## src/rtl/sodor_dmem_requester_if.sv

```systemverilog
// Bundle of core command, completion and dmem request/response signals for sodor_dmem_requester.
// The requester uses the slave modport; the core/memory side uses master.
interface sodor_dmem_requester_if;
  logic        cmd_valid;
  logic        cmd_ready;
  logic        cmd_write;
  logic [31:0] cmd_addr;
  logic [31:0] cmd_wdata;
  logic [2:0]  cmd_typ;

  logic        rsp_valid;
  logic [31:0] rsp_data;
  logic        rsp_err;

  logic [31:0] dmem_req_addr;
  logic [31:0] dmem_req_data;
  logic        dmem_req_valid;
  logic        dmem_req_write_en;
  logic [2:0]  dmem_req_bits_typ;
  logic        dmem_resp_valid;
  logic [31:0] dmem_resp_data;

  modport slave (
    input  cmd_valid, cmd_write, cmd_addr, cmd_wdata, cmd_typ,
    input  dmem_resp_valid, dmem_resp_data,
    output cmd_ready, rsp_valid, rsp_data, rsp_err,
    output dmem_req_addr, dmem_req_data, dmem_req_valid, dmem_req_write_en, dmem_req_bits_typ
  );

  modport master (
    output cmd_valid, cmd_write, cmd_addr, cmd_wdata, cmd_typ,
    output dmem_resp_valid, dmem_resp_data,
    input  cmd_ready, rsp_valid, rsp_data, rsp_err,
    input  dmem_req_addr, dmem_req_data, dmem_req_valid, dmem_req_write_en, dmem_req_bits_typ
  );
endinterface

```

## src/rtl/sodor_dmem_requester.sv

```systemverilog
// Single-outstanding load/store requester with lane steering, alignment checks and load extension.
// Optional read timeout enabled by defining DMEM_REQ_TIMEOUT_EN (limit set by TIMEOUT_CYCLES).
module sodor_dmem_requester #(
  parameter int unsigned TIMEOUT_CYCLES = 64
) (
  input  logic                   clk,
  input  logic                   reset,
  sodor_dmem_requester_if.slave  bus
);

  typedef enum logic [1:0] {IDLE, REQ, WAIT, RESP} state_e;

  localparam logic [2:0] TYP_B  = 3'd1;
  localparam logic [2:0] TYP_H  = 3'd2;
  localparam logic [2:0] TYP_W  = 3'd3;
  localparam logic [2:0] TYP_BU = 3'd5;
  localparam logic [2:0] TYP_HU = 3'd6;

  state_e      state_q;
  logic [1:0]  off_q;
  logic [2:0]  typ_q;
  logic        write_q;
  logic [31:0] req_addr_q;
  logic [31:0] req_data_q;
  logic        req_valid_q;
  logic        req_we_q;
  logic        rsp_valid_q;
  logic [31:0] rsp_data_q;
  logic        rsp_err_q;
`ifdef DMEM_REQ_TIMEOUT_EN
  logic [7:0]  cnt_q;
`endif

  logic        cmd_bad;
  logic [31:0] wdata_steer;

  function automatic logic [31:0] extract(input logic [31:0] w, input logic [1:0] off,
                                          input logic [2:0] t);
    logic [7:0]  b;
    logic [15:0] h;
    b = w[{off, 3'b000} +: 8];
    h = off[1] ? w[31:16] : w[15:0];
    case (t)
      TYP_B:   extract = {{24{b[7]}}, b};
      TYP_BU:  extract = {24'd0, b};
      TYP_H:   extract = {{16{h[15]}}, h};
      TYP_HU:  extract = {16'd0, h};
      default: extract = w;
    endcase
  endfunction

  // NOTE: every always_comb output gets a default first so no path can infer a latch.
  always_comb begin
    cmd_bad = 1'b0;
    if (!(bus.cmd_typ inside {TYP_B, TYP_H, TYP_W, TYP_BU, TYP_HU})) cmd_bad = 1'b1;
    if ((bus.cmd_typ inside {TYP_H, TYP_HU}) && bus.cmd_addr[0]) cmd_bad = 1'b1;
    if ((bus.cmd_typ == TYP_W) && (bus.cmd_addr[1:0] != 2'b00)) cmd_bad = 1'b1;

    wdata_steer = bus.cmd_wdata;
    case (bus.cmd_typ)
      TYP_B, TYP_BU: wdata_steer = {4{bus.cmd_wdata[7:0]}};
      TYP_H, TYP_HU: wdata_steer = {2{bus.cmd_wdata[15:0]}};
      default:       wdata_steer = bus.cmd_wdata;
    endcase
  end

  // NOTE: sequential state uses non-blocking assignments so all registers update together.
  always_ff @(posedge clk) begin
    if (reset) begin
      state_q     <= IDLE;
      off_q       <= 2'd0;
      typ_q       <= 3'd0;
      write_q     <= 1'b0;
      req_addr_q  <= 32'd0;
      req_data_q  <= 32'd0;
      req_valid_q <= 1'b0;
      req_we_q    <= 1'b0;
      rsp_valid_q <= 1'b0;
      rsp_data_q  <= 32'd0;
      rsp_err_q   <= 1'b0;
`ifdef DMEM_REQ_TIMEOUT_EN
      cnt_q       <= 8'd0;
`endif
    end else begin
      case (state_q)
        IDLE: begin
          if (bus.cmd_valid) begin
            off_q      <= bus.cmd_addr[1:0];
            typ_q      <= bus.cmd_typ;
            write_q    <= bus.cmd_write;
            req_addr_q <= {bus.cmd_addr[31:2], 2'b00};
            req_data_q <= wdata_steer;
            if (cmd_bad) begin
              state_q     <= RESP;
              rsp_valid_q <= 1'b1;
              rsp_err_q   <= 1'b1;
              rsp_data_q  <= 32'd0;
            end else begin
              state_q     <= REQ;
              req_valid_q <= 1'b1;
              req_we_q    <= bus.cmd_write;
            end
          end
        end
        REQ: begin
          req_valid_q <= 1'b0;
          req_we_q    <= 1'b0;
          if (write_q) begin
            state_q     <= RESP;
            rsp_valid_q <= 1'b1;
            rsp_err_q   <= 1'b0;
            rsp_data_q  <= 32'd0;
          end else begin
            state_q <= WAIT;
`ifdef DMEM_REQ_TIMEOUT_EN
            cnt_q   <= 8'd0;
`endif
          end
        end
        WAIT: begin
          // A response in the expiry cycle takes priority over the timeout.
          if (bus.dmem_resp_valid) begin
            state_q     <= RESP;
            rsp_valid_q <= 1'b1;
            rsp_err_q   <= 1'b0;
            rsp_data_q  <= extract(bus.dmem_resp_data, off_q, typ_q);
          end
`ifdef DMEM_REQ_TIMEOUT_EN
          else if (cnt_q == 8'(TIMEOUT_CYCLES - 1)) begin
            state_q     <= RESP;
            rsp_valid_q <= 1'b1;
            rsp_err_q   <= 1'b1;
            rsp_data_q  <= 32'd0;
            cnt_q       <= cnt_q + 8'd1;
          end else begin
            cnt_q <= cnt_q + 8'd1;
          end
`endif
        end
        RESP: begin
          state_q     <= IDLE;
          rsp_valid_q <= 1'b0;
        end
        default: state_q <= IDLE;
      endcase
    end
  end

  assign bus.cmd_ready         = (state_q == IDLE);
  assign bus.rsp_valid         = rsp_valid_q;
  assign bus.rsp_data          = rsp_data_q;
  assign bus.rsp_err           = rsp_err_q;
  assign bus.dmem_req_addr     = req_addr_q;
  assign bus.dmem_req_data     = req_data_q;
  assign bus.dmem_req_valid    = req_valid_q;
  assign bus.dmem_req_write_en = req_we_q;
  assign bus.dmem_req_bits_typ = typ_q;

endmodule

```

## src/flat_wrapper.sv

```systemverilog
// flat-port wrapper written by rule: the top's interface ports become plain ports
module sodor_dmem_requester_flat 
#(
  parameter int unsigned TIMEOUT_CYCLES = 64
)
  (clk, reset, bus_cmd_valid, bus_cmd_write, bus_cmd_addr, bus_cmd_wdata, bus_cmd_typ, bus_dmem_resp_valid, bus_dmem_resp_data, bus_cmd_ready, bus_rsp_valid, bus_rsp_data, bus_rsp_err, bus_dmem_req_addr, bus_dmem_req_data, bus_dmem_req_valid, bus_dmem_req_write_en, bus_dmem_req_bits_typ);
  sodor_dmem_requester_if bus_i ();
  input  logic clk;
  input  logic reset;
  input wire logic [$bits(bus_i.cmd_valid)-1:0] bus_cmd_valid;
  input wire logic [$bits(bus_i.cmd_write)-1:0] bus_cmd_write;
  input wire logic [$bits(bus_i.cmd_addr)-1:0] bus_cmd_addr;
  input wire logic [$bits(bus_i.cmd_wdata)-1:0] bus_cmd_wdata;
  input wire logic [$bits(bus_i.cmd_typ)-1:0] bus_cmd_typ;
  input wire logic [$bits(bus_i.dmem_resp_valid)-1:0] bus_dmem_resp_valid;
  input wire logic [$bits(bus_i.dmem_resp_data)-1:0] bus_dmem_resp_data;
  output wire logic [$bits(bus_i.cmd_ready)-1:0] bus_cmd_ready;
  output wire logic [$bits(bus_i.rsp_valid)-1:0] bus_rsp_valid;
  output wire logic [$bits(bus_i.rsp_data)-1:0] bus_rsp_data;
  output wire logic [$bits(bus_i.rsp_err)-1:0] bus_rsp_err;
  output wire logic [$bits(bus_i.dmem_req_addr)-1:0] bus_dmem_req_addr;
  output wire logic [$bits(bus_i.dmem_req_data)-1:0] bus_dmem_req_data;
  output wire logic [$bits(bus_i.dmem_req_valid)-1:0] bus_dmem_req_valid;
  output wire logic [$bits(bus_i.dmem_req_write_en)-1:0] bus_dmem_req_write_en;
  output wire logic [$bits(bus_i.dmem_req_bits_typ)-1:0] bus_dmem_req_bits_typ;
  assign bus_i.cmd_valid = bus_cmd_valid;
  assign bus_i.cmd_write = bus_cmd_write;
  assign bus_i.cmd_addr = bus_cmd_addr;
  assign bus_i.cmd_wdata = bus_cmd_wdata;
  assign bus_i.cmd_typ = bus_cmd_typ;
  assign bus_i.dmem_resp_valid = bus_dmem_resp_valid;
  assign bus_i.dmem_resp_data = bus_dmem_resp_data;
  assign bus_cmd_ready = bus_i.cmd_ready;
  assign bus_rsp_valid = bus_i.rsp_valid;
  assign bus_rsp_data = bus_i.rsp_data;
  assign bus_rsp_err = bus_i.rsp_err;
  assign bus_dmem_req_addr = bus_i.dmem_req_addr;
  assign bus_dmem_req_data = bus_i.dmem_req_data;
  assign bus_dmem_req_valid = bus_i.dmem_req_valid;
  assign bus_dmem_req_write_en = bus_i.dmem_req_write_en;
  assign bus_dmem_req_bits_typ = bus_i.dmem_req_bits_typ;
  sodor_dmem_requester #(.TIMEOUT_CYCLES(TIMEOUT_CYCLES)) u_core (.clk(clk), .reset(reset), .bus(bus_i));
endmodule
```

## config.mk

```make
export PLATFORM = sky130hd
export DESIGN_NAME = sodor_dmem_requester_flat
export DESIGN_NICKNAME = d
export VERILOG_FILES = /design/src/rtl/sodor_dmem_requester_if.sv /design/src/rtl/sodor_dmem_requester.sv /design/src/flat_wrapper.sv
export SDC_FILE = /design/constraint.sdc
export NUM_CORES = 1
export LEC_CHECK = 0
export CAP_MARGIN = 20
export CORE_MARGIN = 2
export CORE_UTILIZATION = 38
export CTS_BUF_LIST = sky130_fd_sc_hd__clkbuf_4
export DETAILED_ROUTE_END_ITERATION = 8
export GPL_ROUTABILITY_DRIVEN = 0
export GPL_TIMING_DRIVEN = 0
export PLACE_DENSITY = 0.78
export SYNTH_ARGS = -nofsm -noshare
export SYNTH_HDL_FRONTEND = slang
export SYNTH_SLANG_ARGS = --single-unit
export TNS_END_PERCENT = 1
```

## constraint.sdc

```tcl
create_clock -name clk -period 2.44 [get_ports clk]
set_input_delay 0.488 -clock clk [delete_from_list [all_inputs] [get_ports clk]]
set_output_delay 0.488 -clock clk [all_outputs]
set_load 0.1 [all_outputs]
```

== Yosys cells after proc, flatten, opt, wreduce, memory -nomap -nowiden ==
Cells that the tools add are included.

* Equal/unequal tests: 17
* Shift operators: 1
* Mux-type cells: 30
* Reductions and logical operators: 15

{| class="wikitable"
|+ Operators by type and width
! kind !! count
|-
| 32-bit 2-to-1 mux || 4
|-
| 32-bit one-hot mux with 4 select lines || 1
|-
| 32-bit one-hot mux with 3 select lines || 1
|-
| 32-bit one-hot mux with 2 select lines || 1
|-
| 32-bit by 6-bit indexed part select with 8-bit output || 1
|-
| 16-bit 2-to-1 mux || 1
|-
| 1-bit 2-to-1 mux || 14
|-
| 3-bit == test (second input constant) || 4
|-
| 3-bit by 2-bit == test with 1-bit output (second input constant) || 3
|-
| 2-bit one-hot mux with 4 select lines || 1
|-
| 3-bit by 1-bit == test with 1-bit output (second input constant) || 2
|-
| 2-bit 2-to-1 mux || 3
|-
| 2-bit inequality test (second input constant) || 3
|-
| 2-bit nonzero test || 3
|-
| 5-bit AND reduction || 1
|-
| 5-bit nonzero test || 1
|-
| 2-bit == test (second input constant) || 2
|-
| 2-bit by 1-bit inequality test with 1-bit output (second input constant) || 2
|-
| 1-bit one-hot mux with 2 select lines || 2
|-
| 1-bit one-hot mux with 4 select lines || 1
|-
| 2-bit AND reduction || 2
|-
| 4-bit AND reduction || 1
|-
| 2-bit OR reduction || 2
|-
| 1-bit one-hot mux with 3 select lines || 1
|-
| other kinds (5) || 6
|}

* Register bits: 106
* Bits of input ports: 104
* Output and inout port bits: 104
* Logic and storage cells: 74

== Depth between registers and ports, before layout ==
Gate-level depths: netlist (run 1).

* Depth in word-level cells: 8
* Gate-level depth with buffers: 8
* Mapped depth without buffers: 6

== Least setup slack after synthesis (run 1) ==
No wires, ideal clock.

* Kind: reg2reg
* Start: register u_core.state_q[0]
* End: register u_core.rsp_data_q[10], in the netlist u_core.bus.rsp_data[10]
* Setup time: 0.118 ns
* Arrival time: 2.552 ns
* Required time: 2.322 ns
* Slack: -0.230 ns
* Cell stages (with the launch flop): 8
* Buffers on the path: 1
* Clock period less this slack: 2.670 ns
* Cells stage by stage: dfxtp_1 > inv_1 > ha_1 > nand2_1 > a21boi_1 > a31oi_1 > clkbuf_1 > a22o_1

* Cells in the longest elaborated chain, start to end: 3
* Elaborated cells between the ends (all ways): 10
* Classes of those cells: 6 x eq/ne; 1 x mux; 3 x reduce/logical

{| class="wikitable"
|+ Ends and longest elaborated chain
! item !! RTL line !! source
|-
| start, declared || sodor_dmem_requester.sv:19 || <nowiki>state_e state_q;</nowiki>
|-
| start signal, assigned || sodor_dmem_requester.sv:70 || <nowiki>state_q <= IDLE;</nowiki>
|-
| start signal, assigned || sodor_dmem_requester.sv:94 || <nowiki>state_q <= RESP;</nowiki>
|-
| start signal, assigned || sodor_dmem_requester.sv:99 || <nowiki>state_q <= REQ;</nowiki>
|-
| 2-bit logical NOT (*) || n/a ||
|-
| via bus_cmd_ready || flat_wrapper.sv:17 || <nowiki>output wire logic [$bits(bus_i.cmd_ready)-1:0] bus_cmd_ready;</nowiki>
|-
| 2-bit by 1-bit inequality test with 1-bit output (no source line), or another cell as far along || n/a ||
|-
| 5-bit AND reduction (no source line) || n/a ||
|-
| end signal, assigned || sodor_dmem_requester.sv:126 || <nowiki>rsp_data_q <= extract(bus.dmem_resp_data, off_q, typ_q);</nowiki>
|-
| end, declared || sodor_dmem_requester.sv:28 || <nowiki>logic [31:0] rsp_data_q;</nowiki>
|}

The timed path passes the listed nets; every way through them passes the cells marked *.
A chain may end at the register's enable or synchronous reset.

== Worst setup path after layout (run 1) ==
* Start: register u_core.typ_q[0], in the netlist u_core.bus.dmem_req_bits_typ[0]
* End: output bus_dmem_req_bits_typ[0]

{| class="wikitable"
|+ RTL lines
! item !! RTL line !! source
|-
| start, declared || sodor_dmem_requester.sv:21 || <nowiki>logic [2:0] typ_q;</nowiki>
|-
| start signal, assigned || sodor_dmem_requester.sv:89 || <nowiki>typ_q <= bus.cmd_typ;</nowiki>
|-
| end, declared || flat_wrapper.sv:25 || <nowiki>output wire logic [$bits(bus_i.dmem_req_bits_typ)-1:0] bus_dmem_req_bits_typ;</nowiki>
|}

No word-level cell between the ends.

==> results list, run 1 <==
* Final-layout setup total negative slack: 0 ns
* Share of final-layout standard cells stronger than drive strength 1: 6.69%
- The finished cells cover 7130 um^2.
* Horiz. Die Dim: 117 um
- The worst hold path begins at u_core.bus.dmem_req_addr[15].
- RSZ-0062 raised after global routing: false
* Fin nets: 897
- Boundary Pins: roughly 210
- Drt wl/cell: around 17 um
- From synthesis to final layout, the design area changed by 47.9%.
- The number of different library cells used by synthesis comes to 44.
- The slowest stage of the critical path belongs to the cell dlygate4sd2_1.
- Die Footprint: 13600 um^2
- Of the total power, the share spent switching nets is between 50% and 60%.
- Post-synthesis cell count: 569
- Root cell of the clock tree: clkbuf_4
* Critical path capture point type: output port
- The mapped netlist covers 4820 um^2.
- Global routing used 24.2% of the available tracks.
* Power density over the cells: 1070 nW/um^2
- Slew Viols, Final: 0
* Post-detailed-placement half-perimeter wirelength: roughly 13000 um
- Sequential element share of the synthesized area: between 40% and 50%
- TritonCTS built the clock tree.
* Sw Pwr: 4230 uW
* List of cells traversed by the critical path: dlygate4sd2_1
* P_leak: 0.00309 uW
- Antenna violations before repair: 1
- Remaining Overflow, GRT: 0
- Sequential cells burn 29.2% of the power.
- After filler insertion, the fill cell instance count of the layout stands at approximately 1200.
- Cell Rows: 41
- STA puts the critical path data arrival time at roughly 1.9 ns.
- Number of maximum-capacitance violations: 0
- Worst-Margin Slew: 1.05 ns
- Starting density of the core: 38.5%
- Across the VDD grid, the largest voltage drop is 0.818 mV.
- The number of hold violations in the final report was 0.
- Average cell area after synthesis: approximately 8.5 um^2
* Worst hold-check slack: approximately 0.46 ns
* Global-route wire length before repair: 25300 um
- Classification of the worst setup path: reg2out
- Vias in the first global route: 5062
* #FFs+latches synth: 106
* CTS sink cnt: 106
* Final instance count without filler cells: 965
* Period utilization: 96.6%
- Cell Int Power: between 3000 and 4000 uW
- Final wirelength: between 15000 and 20000 um
- The most used flip-flop cell after synthesis is dfxtp_1.
- Average vias per placed instance: 5.22
- In this run the critical register-to-register path is launched from u_core.state_q[1].
- Based on the critical path, the design can be clocked at up to 0.424 GHz.
* Buffers added on ports: 205
- Maximum single-stage delay on the critical path: 0.93 ns
- After the first detailed-routing iteration, the DRC count stood at 245.
- Synthesis Warnings: 0
* Buf/Inv on CP: 1
- Clock-pin slew was measured on the worst setup and hold paths at roughly 0.16 ns.
- Count of placed standard cells including taps: 947
- Clock share of power: 12.5%
- Routed via count: 5040
- Worst-Skew Late Latency: 0.49 ns
- H-Tree Depth: 3
* Placeable core region: between 10000 and 15000 um^2
- After clock tree synthesis, the setup repair step added 0 buffers.
- Top fanout value on the critical path: 4
* Status: completed
* Post-route DRC: 0
- The first detailed-routing pass ran for 5 iterations.
* Sort of element at the start of the critical path: flop
- The number of clock buffers added by TritonCTS is 9.
- Largest net degree at the start of global routing: 19
- In this run the worst setup path begins at u_core.bus.dmem_req_bits_typ[0].
* Required time reported for the critical path endpoint: just under 2 ns
* Placed inst area: 7090 um^2
* Hold WC Path Type: reg2reg
* Kind of cell adding the most delay to the critical path: buffers and inverters
- Setup violations remaining at the end of the flow were counted as 0.
- Gate power share: 58.3%
- Fin crit period: 2.36 ns
* Final clock skew: 0.0133 ns
- Maximum root-to-sink buffer count: 2
* Vertical die dimension: 117 um
- Of all flip-flops after synthesis, the portion carrying an async set or reset was 0%.
* Slew headroom: 30.5%
- Once detail routing completed, the nets flagged for antenna violations numbered 0.
* EDFF count, synth: 0
-- flip-flops by register name, summed over array words and instances (netlist names), 2 cells and up --
| signal | count |
|---|---|
| u_core.state_q | 2 |
| u_core.bus.dmem_req_addr | 30 |
| u_core.off_q | 2 |
| u_core.bus.dmem_req_bits_typ | 3 |
| u_core.bus.rsp_data | 32 |
| u_core.bus.dmem_req_data | 32 |
-- worst paths after layout --
path | end | cells after the start | slack (ns)
min | u_core.bus.dmem_req_addr[15] | 2 | 0.46
max reg2reg | u_core.bus.dmem_req_addr[8] | 7 | 0.22
min reg2reg | u_core.bus.dmem_req_addr[15] | 2 | 0.46
max | bus_dmem_req_bits_typ[0] | 1 | 0.08
-- metrics by stage --
stage | power [uW] | setup slack [ns] | util, %
floorplan | 5650 | -0.166 | -
global placement | 6790 | -0.270 | 56.7
detailed placement | 6870 | -0.306 | 56.7
CTS | 7610 | 0.00281 | 56.8
global route | 7950 | 0.0205 | 57.0
finish | 7600 | 0.0842 | 57.0
-- repair_timing --
action | CTS | global route
gates resized for setup | 104 | 5
setup endpoints to repair | 102 | 18
hold buffers | 0 | 0
-- cell families after synthesis --
family / share of synthesized area (%)
DFF: 44.0
and+or+nand+nor: 19.2
buffers and inverters: 4.78
muxes: 7.29
AOI/OAI and AO/OA: 22.9
xor gates and xnor gates: 0.182
adders and majority gates: 1.56
other: 0.0778
-- layout by cell type (no fill, tap or decap), types with 2 or more instances in the layout --
cell,count
mux2i_1,16
a32o_1,16
buf_4,3
a21oi_1,73
buf_2,10
nand2_1,132
nand4_1,2
ha_1,5
o21ai_0,2
and3b_1,2
inv_6,2
a22oi_1,2
nand2b_1,23
a311oi_1,8
mux2_2,17
clkbuf_4,9
o2bb2ai_1,6
a31oi_1,2
a211oi_1,16
clkbuf_1,27
clkinv_4,2
a41oi_1,2
conb_1,2
a22o_1,18
buf_1,7
dfxtp_1,106
inv_1,8
nor2_1,21
nor2b_1,10
nand3_1,7
clkbuf_2,2
o211ai_1,9
dlygate4sd2_1,101
clkdlybuf4s50_1,103
-- layer usage --
| metal | track usage, % | vias up | share of wire, % |
|---|---|---|---|
| met5 | 0 | - | 0 |
| met4 | 10.0 | 0 | 2.1 |
| met3 | 9.39 | 21 | 10 |
| met2 | 41.9 | 219 | 48 |
| met1 | 26.7 | 2359 | 40 |
| li1 | - | 2441 | - |
-- final cells by class --
| cell class | count | area, um^2 | share of cell area, % |
|---|---|---|---|
| Inverter | 8 | 30.0 | 0.421 |
| Clock inverter | 7 | 77.6 | 1.09 |
| Tap cell | 172 | 215 | 3.02 |
| Multi-Input combinational cell | 408 | 2480 | 34.7 |
| Antenna cell | 1 | 2.50 | 0.0351 |
| Clock buffer | 9 | 67.6 | 0.948 |
| Timing Repair Buffer | 206 | 1930 | 27.1 |
| Sequential cell | 106 | 2120 | 29.8 |
| Buffer | 48 | 203 | 2.84 |
-- synthesized netlist by cell type, types with 2 or more instances --
library cell / n / area share, %
a211oi_1: 16 / 2.5
a21oi_1: 73 / 7.6
a22o_1: 18 / 3.3
a22oi_1: 2 / 0.31
a311oi_1: 8 / 1.5
a31oi_1: 2 / 0.26
a32o_1: 16 / 3.3
a41oi_1: 2 / 0.36
and3b_1: 2 / 0.36
buf_1: 7 / 0.55
buf_2: 10 / 1.0
buf_4: 2 / 0.31
clkbuf_1: 29 / 2.3
dfxtp_1: 106 / 44
ha_1: 6 / 1.6
inv_1: 8 / 0.62
mux2_2: 17 / 4.0
mux2i_1: 16 / 3.3
nand2_1: 132 / 10
nand2b_1: 23 / 3.0
nand3_1: 7 / 0.73
nand4_1: 2 / 0.26
nor2_1: 21 / 1.6
nor2b_1: 10 / 1.3
o211ai_1: 9 / 1.4
o21ai_0: 2 / 0.21
o2bb2ai_1: 6 / 1.1
-- power by group through the flow --
stage               logic [uW]  clock network [uW]  registers (uW)
global placement          4530                   0            2250
CTS                       4420                 968            2220
floorplan                 1390                   0            4260
global route              4670                1020            2260
finish                    4430                 947            2220
detailed placement        4600                   0            2270
Power figures use the tool's default switching activity.
==> run 2: changes to the inputs <==
--- a/config.mk
+++ b/config.mk
@@ -8,3 +8,3 @@
 export CAP_MARGIN = 20
-export CORE_MARGIN = 2
+export CORE_MARGIN = 3
 export CORE_UTILIZATION = 38
==> constraint.sdc (replaced) <==
create_clock -name clk -period 2.44 [get_ports clk]
set_input_delay 0.244 -clock clk [delete_from_list [all_inputs] [get_ports clk]]
set_output_delay 0.244 -clock clk [all_outputs]
set_load 0.1 [all_outputs]
==> run 2 against run 1 <==
Compared with the run above: die area rose by 3.5%; clock skew shrank 0.0053 ns; setup slack improved by 0.012 ns; routed wire length increased by 3.2%; via count up 0.24%; sequential share of layout area decreased by 0.52 points; power up 3.5%; core utilization increased by 2.5 points; critical endpoint is now bus_cmd_ready; design area rose by 1.8%; largest power group unchanged; first-iteration DRC count grew 12%.
==> results list, run 2 (same netlist as run 1, synthesis figures left out) <==
- P_leak: 0.00270 uW (-13%)
- The sum of routed wire length over all layers came to 16900 um (+3.2%).
- Hold WC Path Type: in2reg
* Slew headroom: 30.0% (-0.45 points)
* Top fanout value on the critical path: 8 (+4)
* Vias in the first global route: 5308 (+4.9%)
* Start point of the critical path: u_core.state_q[1]
- Largest net degree at the start of global routing: 16 (-3)
- The number of buffers added for setup after CTS was 0 (unchanged).
* Final standard cell utilization of the core: 59.4% (+2.5 points)
- The number of I/O port buffers was 205 (unchanged).
* CTS tree: built
- The starting DRC count in detailed routing came to 275 (+12%).
- H-Tree Depth: 3 (unchanged)
* Worst-Skew Late Latency: 0.48 ns (about the same)
* Post-detailed-route count of antenna-violating nets: 0 (unchanged)
* Post-detailed-placement half-perimeter wirelength: 13100 um (+2.7%)
- The maximum VDD drop was 0.582 mV (-29%).
* Max frequency: 0.427 GHz (+0.50%)
* Critical path capture point type: output port
- Relative to the synthesized area, the layout overhead comes to 50.5%.
- The maximum count of clock buffers along a single path is 2 (unchanged).
- First-pass iteration count of the detailed router: 4 (-1)
- The floorplan row count was 40 (-2.4%).
- The final period utilization came to 96.1% (-0.48 points).
- The pre-CTS setup slack came to -0.128 ns (+0.178 ns).
- The worst-case setup margin in the final layout is 0.0959 ns (+0.0117 ns).
- The total routing resource utilization after global routing was 23.7% (-0.53 points).
- Number of maximum-capacitance violations: 0 (unchanged)
- Horiz. Die Dim: 119 um (+1.7%)
* Clock buffer count from CTS: 9 (unchanged)
- The critical path data required time came to 2.20 ns (+0.25 ns).
- CP Data Arrival Time: 2.10 ns (+0.23 ns)
* Number of setup violations in the final report: 0 (unchanged)
* Fin crit period: 2.34 ns (-0.0117 ns)
- The fraction of layout instances using a drive strength above 1 was 6.21% (-0.48 points).
- The initial core utilization is 39.5% (+0.96 points).
* Average vias per placed instance: 5.28 (+1.1%)
- The number of DRC violations after detailed routing was 0 (unchanged).
* Drt wl/cell: 17.7 um (+4.1%)
- The total vias in the final route was 5052 (+0.24%).
- Clock-pin transition on the worst setup and hold timing paths: 0.15 ns (about the same)
- Power density over the cells: 1080 nW/um^2 (+1.7%)
* Final clock skew: 0.00801 ns (-0.00534 ns)
- Sort of element at the start of the critical path: flop
* Antenna violations before repair: 0 (-1)
* Antenna Cells: 0 (-1)
- Status: completed
- List of cells traversed by the critical path: inv_1 -> ha_2 -> dlygate4sd2_1
- The wire length of the first global-routing pass is 27000 um (+7.0%).
- The worst register-to-register path begins at u_core.state_q[1].
- Die Footprint: 14100 um^2 (+3.5%)
- Slew Viols, Final: 0 (unchanged)
- The number of nets in the layout was 896 (-0.11%).
* Remaining Overflow, GRT: 0 (unchanged)
* Maximum single-stage delay on the critical path: 0.88 ns (-0.05 ns)
* Pwr Total: 7860 uW (+3.5%)
* Worst-Margin Slew: 1.05 ns (-0.000731 ns)
- CTS sink cnt: 106 (unchanged)
- The number of hold violations in the final report is 0 (unchanged).
* Top library cells by usage in the layout, fill and taps aside: 202 x clkdlybuf4s50_1, 132 x nand2_1, 106 x dfxtp_1
* Boundary Pins: 208 (unchanged)
- Vertical die dimension: 119 um (+1.7%)
* Root cell of the clock tree: clkbuf_4
* CP max-delay cell: dlygate4sd2_1
- Most frequent standard cell in the layout excluding fill and tap cells: clkdlybuf4s50_1
- Placeable core region: 12200 um^2 (-2.4%)
- Classification of the worst setup path: reg2out
- Hold Startpoint: bus_cmd_addr[24]
[run 2: metal layers]
metal,GRT usage (%),share of wire (%),vias up
li1,-,-,2430
met2,40.6,48,228
met1,26.5,40,2363
met3,8.71,9.7,31
met5,0,0,-
met4,9.63,2.3,0
[run 2: worst paths after layout]
path         slack (ns)  cells past startpoint                           end
max                 0.1                      3                 bus_cmd_ready
min                0.29                      3  u_core.bus.dmem_req_addr[24]
max reg2reg        0.19                      7       u_core.bus.rsp_data[29]
min reg2reg        0.46                      2  u_core.bus.dmem_req_addr[11]
[run 2: repair_timing]
item / CTS / global route
setup endpoints to repair: 11 / 32
hold buffers: 0 / 0
gates resized for setup: 2 / 8
[run 2: through the flow]
step | hold slack, ns | TNS (ns) | std cells | cell area (um^2)
final | 0.291 | 0 | 957 | 7260
after global routing | 0.264 | -0.000390 | 957 | 7260
after CTS | 0.258 | 0 | 957 | 7240
after detailed placement | 0.447 | -2.08 | 943 | 7090
after global placement | 0.443 | -0.123 | 943 | 7090
after floorplan | 0.380 | -1.66 | 570 | 4830
[run 2: cell type report]
class                           instances  area [um^2]
Fill cell                            1135         4960
Multi-Input combinational cell        408         2490
Buffer                                 48          203
Timing Repair Buffer                  205         2060
Tap cell                              168          210
Inverter                                8         30.0
Clock inverter                          4         68.8
Sequential cell                       106         2120
Clock buffer                           10         75.1
[run 2: critical path: cells and delay by family (launching register included)]
family,cells,cell delay [ns]
adder cells (fa/ha/maj),1,0.26
flip-flops,1,0.37
buffers and inverters,2,0.99
[run 2: where the power goes]
group	leakage, uW	switching, uW	internal [uW]
logic	0.00175	3430	1210
registers	0.000866	193	2040
clock network	0.0000798	577	412
